File: src/rtl/shift_add_multiplier_if.sv
// Handshake and operand/result bundle for shift_add_multiplier.
// Ports: start/a/b flow from requester to multiplier; ready/busy/done/p flow back.
// The master modport belongs to the requester and the slave modport to the multiplier.
interface shift_add_multiplier_if #(
  parameter int N = 8
);
  logic           start;
  logic [N-1:0]   a;
  logic [N-1:0]   b;
  logic           ready;
  logic           busy;
  logic           done;
  logic [2*N-1:0] p;

  modport master (
    output start, a, b,
    input  ready, busy, done, p
  );

  modport slave (
    input  start, a, b,
    output ready, busy, done, p
  );
endinterface

File: src/rtl/shift_add_multiplier.sv
// Purpose: iterative N-bit shift-and-add multiplier producing a 2N-bit product.
// Latency: N RUN cycles then a one-cycle DONE pulse, so one result per N+2 cycles.
// Backpressure: start is taken only while ready=1; it is ignored in RUN and DONE.
//
// Ports: clk (rising edge), rst (synchronous, active-high), bus (slave modport):
//   start/a/b in, ready (IDLE), busy (RUN), done (DONE pulse, p valid), p out.
// Option: define SHIFT_ADD_MULTIPLIER_SIGNED_EN for two's-complement operands;
//   otherwise a, b and p are unsigned. Timing and ports are identical either way.
module shift_add_multiplier #(
  parameter int N = 8
) (
  input  logic                   clk,
  input  logic                   rst,
  shift_add_multiplier_if.slave  bus
);

  localparam int CW = $clog2(N + 1);

  typedef enum logic [1:0] {
    IDLE = 2'd0,
    RUN  = 2'd1,
    DONE = 2'd2
  } state_t;

  state_t         state;
  state_t         state_nxt;

  logic [2*N-1:0] mcand;     // multiplicand, shifted left to the current bit weight
  logic [N-1:0]   mplier;    // multiplier, shifted right so bit 0 is the current bit
  logic [2*N-1:0] acc;
  logic [2*N-1:0] acc_nxt;
  logic [2*N-1:0] addend;
  logic [2*N-1:0] p_q;
  logic [CW-1:0]  cnt;       // iterations remaining
  logic           last_iter;
  logic           ready;
  logic           busy;
  logic           done;
  logic [2*N-1:0] mcand_ext;

  assign last_iter = (cnt == CW'(1));

`ifdef SHIFT_ADD_MULTIPLIER_SIGNED_EN
  assign mcand_ext = {{N{bus.a[N-1]}}, bus.a};
`else
  assign mcand_ext = {{N{1'b0}}, bus.a};
`endif

  // State register
  always_ff @(posedge clk) begin
    if (rst) begin
      state <= IDLE;
    end else begin
      state <= state_nxt;
    end
  end

  // Next state and status outputs
  always_comb begin
    state_nxt = state;
    ready     = 1'b0;
    busy      = 1'b0;
    done      = 1'b0;
    case (state)
      IDLE: begin
        ready = 1'b1;
        if (bus.start) begin
          state_nxt = RUN;
        end
      end
      RUN: begin
        busy = 1'b1;
        if (last_iter) begin
          state_nxt = DONE;
        end
      end
      DONE: begin
        done      = 1'b1;
        state_nxt = IDLE;
      end
      default: begin
        state_nxt = IDLE;
      end
    endcase
  end

  // One partial product per RUN cycle. In signed mode the multiplier MSB
  // carries weight -2^(N-1), so the final partial product is subtracted.
  always_comb begin
    addend  = mplier[0] ? mcand : '0;
    acc_nxt = acc + addend;
`ifdef SHIFT_ADD_MULTIPLIER_SIGNED_EN
    if (last_iter) begin
      acc_nxt = acc - addend;
    end
`endif
  end

  // Datapath
  always_ff @(posedge clk) begin
    if (rst) begin
      mcand  <= '0;
      mplier <= '0;
      acc    <= '0;
      cnt    <= '0;
      p_q    <= '0;
    end else begin
      case (state)
        IDLE: begin
          if (bus.start) begin
            mcand  <= mcand_ext;
            mplier <= bus.b;
            acc    <= '0;
            cnt    <= CW'(N);
          end
        end
        RUN: begin
          acc    <= acc_nxt;
          mcand  <= mcand << 1;
          mplier <= mplier >> 1;
          cnt    <= cnt - CW'(1);
          // Result is registered on the edge that enters DONE and held afterwards.
          if (last_iter) begin
            p_q <= acc_nxt;
          end
        end
        default: begin
        end
      endcase
    end
  end

  assign bus.ready = ready;
  assign bus.busy  = busy;
  assign bus.done  = done;
  assign bus.p     = p_q;

endmodule
File: src/flat_wrapper.sv
// flat-port wrapper written by rule: the top's interface ports become plain ports
module shift_add_multiplier_flat 
#(
  parameter int N = 8
)
  (clk, rst, bus_start, bus_a, bus_b, bus_ready, bus_busy, bus_done, bus_p);
  shift_add_multiplier_if #(.N(N)) bus_i ();
  input  logic clk;
  input  logic rst;
  input wire logic [$bits(bus_i.start)-1:0] bus_start;
  input wire logic [$bits(bus_i.a)-1:0] bus_a;
  input wire logic [$bits(bus_i.b)-1:0] bus_b;
  output wire logic [$bits(bus_i.ready)-1:0] bus_ready;
  output wire logic [$bits(bus_i.busy)-1:0] bus_busy;
  output wire logic [$bits(bus_i.done)-1:0] bus_done;
  output wire logic [$bits(bus_i.p)-1:0] bus_p;
  assign bus_i.start = bus_start;
  assign bus_i.a = bus_a;
  assign bus_i.b = bus_b;
  assign bus_ready = bus_i.ready;
  assign bus_busy = bus_i.busy;
  assign bus_done = bus_i.done;
  assign bus_p = bus_i.p;
  shift_add_multiplier #(.N(N)) u_core (.clk(clk), .rst(rst), .bus(bus_i));
endmodule
File: config.mk
export PLATFORM = sky130hd
export DESIGN_NAME = shift_add_multiplier_flat
export DESIGN_NICKNAME = d
export VERILOG_FILES = /design/src/rtl/shift_add_multiplier_if.sv /design/src/rtl/shift_add_multiplier.sv /design/src/flat_wrapper.sv
export SDC_FILE = /design/constraint.sdc
export NUM_CORES = 1
export LEC_CHECK = 0
export ABC_CLOCK_PERIOD_IN_PS = 5200
export CORE_ASPECT_RATIO = 0.9
export CORE_UTILIZATION = 50
export DETAILED_ROUTE_END_ITERATION = 7
export PLACE_DENSITY = 0.74
export SYNTH_ARGS = -nofsm -noshare
export SYNTH_HDL_FRONTEND = slang
export SYNTH_SLANG_ARGS = --single-unit
File: constraint.sdc
create_clock -name clk -period 5.2 [get_ports clk]
set_input_delay 1.04 -clock clk [delete_from_list [all_inputs] [get_ports clk]]
set_output_delay 1.04 -clock clk [all_outputs]
set_load 0.05 [all_outputs]
After elaboration in Yosys (flattened, before gate mapping)
Cells that the tools add are included.

storage, ports and cells
  flip-flop bits (word level) = 62
  input port bits = 19
  output and inout port bits = 19
  logic and storage cells = 33

operators by class
  $add $sub $neg = 2
  equal/unequal tests = 5
  mux-type cells = 15
  reductions and logical operators = 5

operators by type and width
  cell                                                   count
  case mux 16 bit (2 select lines)                       2
  two-way mux 16 bit                                     3
  adder 16 bit                                           1
  case mux 8 bit (2 select lines)                        1
  two-way mux 8 bit                                      1
  case mux 4 bit (2 select lines)                        1
  AND reduction 2 bit                                    3
  == test 4 x 1 -> 1 bit, second input constant          1
  two-way mux 2 bit                                      2
  two-way mux 4 bit                                      1
  case mux 2 bit (2 select lines)                        1
  subtractor 4 x 1 -> 4 bit, second input constant       1
  two-way mux 1 bit                                      3
  == test 2 x 1 -> 1 bit, second input constant          1
  == test 2 bit, second input constant                   1
  zero test 2 bit                                        1
  inequality test 2 x 1 -> 1 bit, second input constant  1
  inequality test 2 bit, second input constant           1
  nonzero test 2 bit                                     1

Longest topological paths before layout
  depth after elaboration = 3
  gate-level depth with buffers = 10
  gate-level depth less buffers = 9

Worst setup path before layout
OpenSTA, ideal clock, no wires.

  kind = reg2out
  from = reg u_core.state[1]
  to = out bus_done
  data arrival time = 1.654 ns
  data required time = 4.160 ns
  setup slack = 2.506 ns
  stages on the path, launching flop included = 4
  buffers on the path = 2
  cells stage by stage = dfxtp_1 clkbuf_1 clkbuf_1 nor2b_1

on the way
  longest elaborated chain between the ends = 2

ends and longest elaborated chain
  element                   line                        source
  start: declaration        shift_add_multiplier.sv:25  state_t state;
  start signal: assignment  shift_add_multiplier.sv:54  state <= state_nxt;
  == test 2 bit             shift_add_multiplier.sv:64  case (state)
  two-way mux 1 bit         shift_add_multiplier.sv:64
  end: declaration          flat_wrapper.sv:15          output wire logic [$bits(bus_i.done)-1:0] bus_done;

No other way between the ends.

Worst setup path after layout
  from = reg u_core.state[1]
  to = out bus_busy

on the way
  longest elaborated chain between the ends = 2

ends and longest elaborated chain
  element                 line                        source
  == test 2 x 1 -> 1 bit  shift_add_multiplier.sv:64
  two-way mux 1 bit       shift_add_multiplier.sv:64
  end: declaration        flat_wrapper.sv:14          output wire logic [$bits(bus_i.busy)-1:0] bus_busy;

No other way between the ends.

==> run_results.csv <==
group,metric,value,unit
run_status,status,"completed",
sta,rsz0062_at_grt,"false",
global_routing,antenna_found_initial,0,
logic_synthesis,syn-num-nets,424,
layout,diodes,0,
clock_tree,cts_buffers,9,
global_routing,grt_pass1_vias,2622,
logic_synthesis,avgSynthCellArea,8.59,um^2
logic_synthesis,synth_edf_count,0,
drt,ant_nets,0,
sta,drv_slew,0,
layout,layout_commonest_cell,"dfxtp_1",
pwr,powerDensity,275,mW/mm^2
drt,num_vias,2911,
sta,timing.fmax,0.312,GHz
clock_tree,htree_num_levels,3,
pwr,p_leak,1.63,nW
critical_path,critical-path-slowest-cell,"dfxtp_1",
global_routing,grt_pass1_wl,12600,um
global_routing,grt_max_degree,36,
drt,wl_per_cell,15.2,um
sta,maxSlewHeadroom,43.1,%
clock_tree,holdBufCountCts,0,
floorplanning,core,0.00625,mm^2
critical_path,path_max_fanout,23,
sta,whs,0.453,ns
floorplanning,io_pins,38,
sta,hold_violations,0,
logic_synthesis,synth_ff_type,"dfxtp_1",
clock_tree,worst_skew_pair.late_latency,0.34,ns
drt,drt-vias-per-instance,5.76,
sta,final.setup_skew,0.0110,ns
drt,drt_pass1_iterations,4,
sta,fin_crit_sh,61.6,%
layout,layout_common_cells,"dfxtp_1, nand2_1, clkdlybuf4s50_1",
placement,port_buffers,37,
floorplanning,start_util,53.2,%
logic_synthesis,synth_warnings,0,
drt,drc,0,
global_routing,overflow,0,
sta,setup_tns,0,ns
floorplanning,die_h,79.3,um
critical_path,worstSetupStartpointType,"flop",
sta,layout_setup_ws,2.00,ns
critical_path,critPathRequiredTime,4.16,ns
layout,area_delta_synth_final,17.8,%
clock_tree,cts_post_setup_buffers_inserted,0,
critical_path,critPathCaptureType,"primary output",
min_path,holdPathStages,2,
sta,final.min_clock_period,3.20,ns
logic_synthesis,netlist_instances,387,
placement,dp_slack,2.37,ns
clock_tree,cts_resized,0,
clock_tree,clkSinkCount,62,
logic_synthesis,synth_cell_types,50,
run,drv_cap,0,
layout,finalNetCount,450,
drt,drt_wl_total,7690,um
critical_path,max_stage_delay,0.80,ns
placement,gp_congestion,0.932,
placement,hpwl,5170,um
critical_path,arrival,2.16,ns
sta,setup_viol,0,
sta,tightest_slew,0.852,ns
critical_path,path_delay_family,"flip-flops",
logic_synthesis,synth.cell_area,0.00332,mm^2
pwr,peakVddDrop,0.183,mV
layout,final_layout_size_suffix_gt1_share,9.09,%
critical_path,cp_num_buf_inv,1,
critical_path,worst-path-stages,2,
floorplanning,dieArea,0.00698,mm^2
global_routing,grt_usage,23.4,%
logic_synthesis,async_flop_share,0,%
critical_path,worstPathCellList,"and2b_1 > clkdlybuf4s50_1",
logic_synthesis,synth-seq-cells,62,
drt,first_iter_violations,198,
floorplanning,die_w,87.9,um
critical_path,critical_path_class,"reg2out",
floorplanning,placementRows,27,
logic_synthesis,ys_seq_area_share,37.3,%
layout,fillCellCount,570,
clock_tree,clkTransAtPathRegs,0.07,ns
layout,fin_util,62.6,%
min_path,hold_class,"reg2reg",
critical_path,r2r.worst_path.cells,8,
clock_tree,cts_tree,"yes",
clock_tree,cts_buffer_depth,2,
clock_tree,cts_root_buffer,"clkbuf_8",
[kinds of logic after synthesis]
kind of cell / share of synthesized area [%]
xor gates and xnor gates: 3.69
adders and majority gates: 7.00
buffers and inverters: 4.48
and+or+nand+nor: 19.4
DFF: 37.3
AOI/OAI and AO/OA: 27.1
muxes: 0.941
[stage by stage]
step           std cells  cell area [um^2]  power, mW
2_1_floorplan        387              3320      0.612
3_3_place_gp         489              3710      0.652
3_5_place_dp         489              3710      0.654
4_1_cts              505              3910       1.08
5_1_grt              505              3910       1.12
6_report             505              3910       1.08
[worst reg2reg max path, delay by kind of cell, from the launching register on]
kind	cells	cell delay (ns)
xor gates and xnor gates	1	0.16
DFF	1	0.68
and+or+nand+nor	1	0.21
AOI/OAI and AO/OA	5	1.23
adders and majority gates	1	0.33
[synthesized netlist by cell type (2+ instances only)]
cell type	number	area, um^2
a211oi_1	5	37.5
a21o_1	9	67.6
a21oi_1	36	180
a22o_1	17	149
a311oi_1	3	26.3
a31oi_1	8	50.1
a32oi_1	2	17.5
and2_1	18	113
and3_1	3	18.8
buf_2	8	40.0
buf_6	2	22.5
clkbuf_1	16	60.1
dfxtp_1	62	1240
ha_1	17	213
inv_1	6	22.5
mux2i_1	2	20.0
nand2_1	37	139
nand3_1	7	35.0
nand3b_1	2	15.0
nand4_1	3	18.8
nor2_1	31	116
nor2b_1	15	93.8
nor3_1	6	30.0
o211ai_1	6	45.0
o21ai_0	13	65.1
o21ai_1	3	15.0
o221a_2	14	158
or3_1	2	12.5
xnor2_1	11	96.3
xor2_1	3	26.3
[registers in the layout, indices dropped and copies added (netlist names)]
name           cells
u_core.acc        16
u_core.bus.p      16
u_core.cnt         4
u_core.mcand      16
u_core.mplier      8
u_core.state       2
[final cells by class]
type / count / area, um^2 / area share [%]
Sequential cell: 62 / 1240 / 31.7
Inverter: 6 / 22.5 / 0.575
Timing Repair Buffer: 42 / 408 / 10.4
Tap cell: 87 / 109 / 2.78
Clock inverter: 4 / 45.0 / 1.15
Multi-Input combinational cell: 292 / 1930 / 49.4
Clock buffer: 12 / 155 / 3.96
[where the power goes]
group	switching [mW]	total [mW]	internal, mW	leakage, nW
Sequential	0.0179	0.512	0.494	0.505
Combinational	0.0730	0.133	0.0600	1.02
Clock	0.186	0.431	0.245	0.106
[final timing paths]
kind / from / endpoint / slack, ns
setup reg to reg: u_core.mplier[0] / u_core.acc[14] / 2.49
hold / removal: u_core.bus.p[5] / u_core.bus.p[5] / 0.45
hold reg to reg: u_core.bus.p[5] / u_core.bus.p[5] / 0.45
setup / recovery: u_core.state[1] / bus_busy / 2.00
[layer usage]
metal / track usage, % / wire length, um / part of all wire (%) / vias to the layer above
met5: 0 / 0 / 0 / -
met4: 8.03 / 116 / 1.5 / 0
met3: 5.61 / 418 / 5.4 / 10
met2: 33.2 / 3270 / 42 / 85
met1: 34.2 / 3890 / 51 / 1358
li1: - / - / - / 1458
Note: power is estimated with default switching activity, not from simulation.
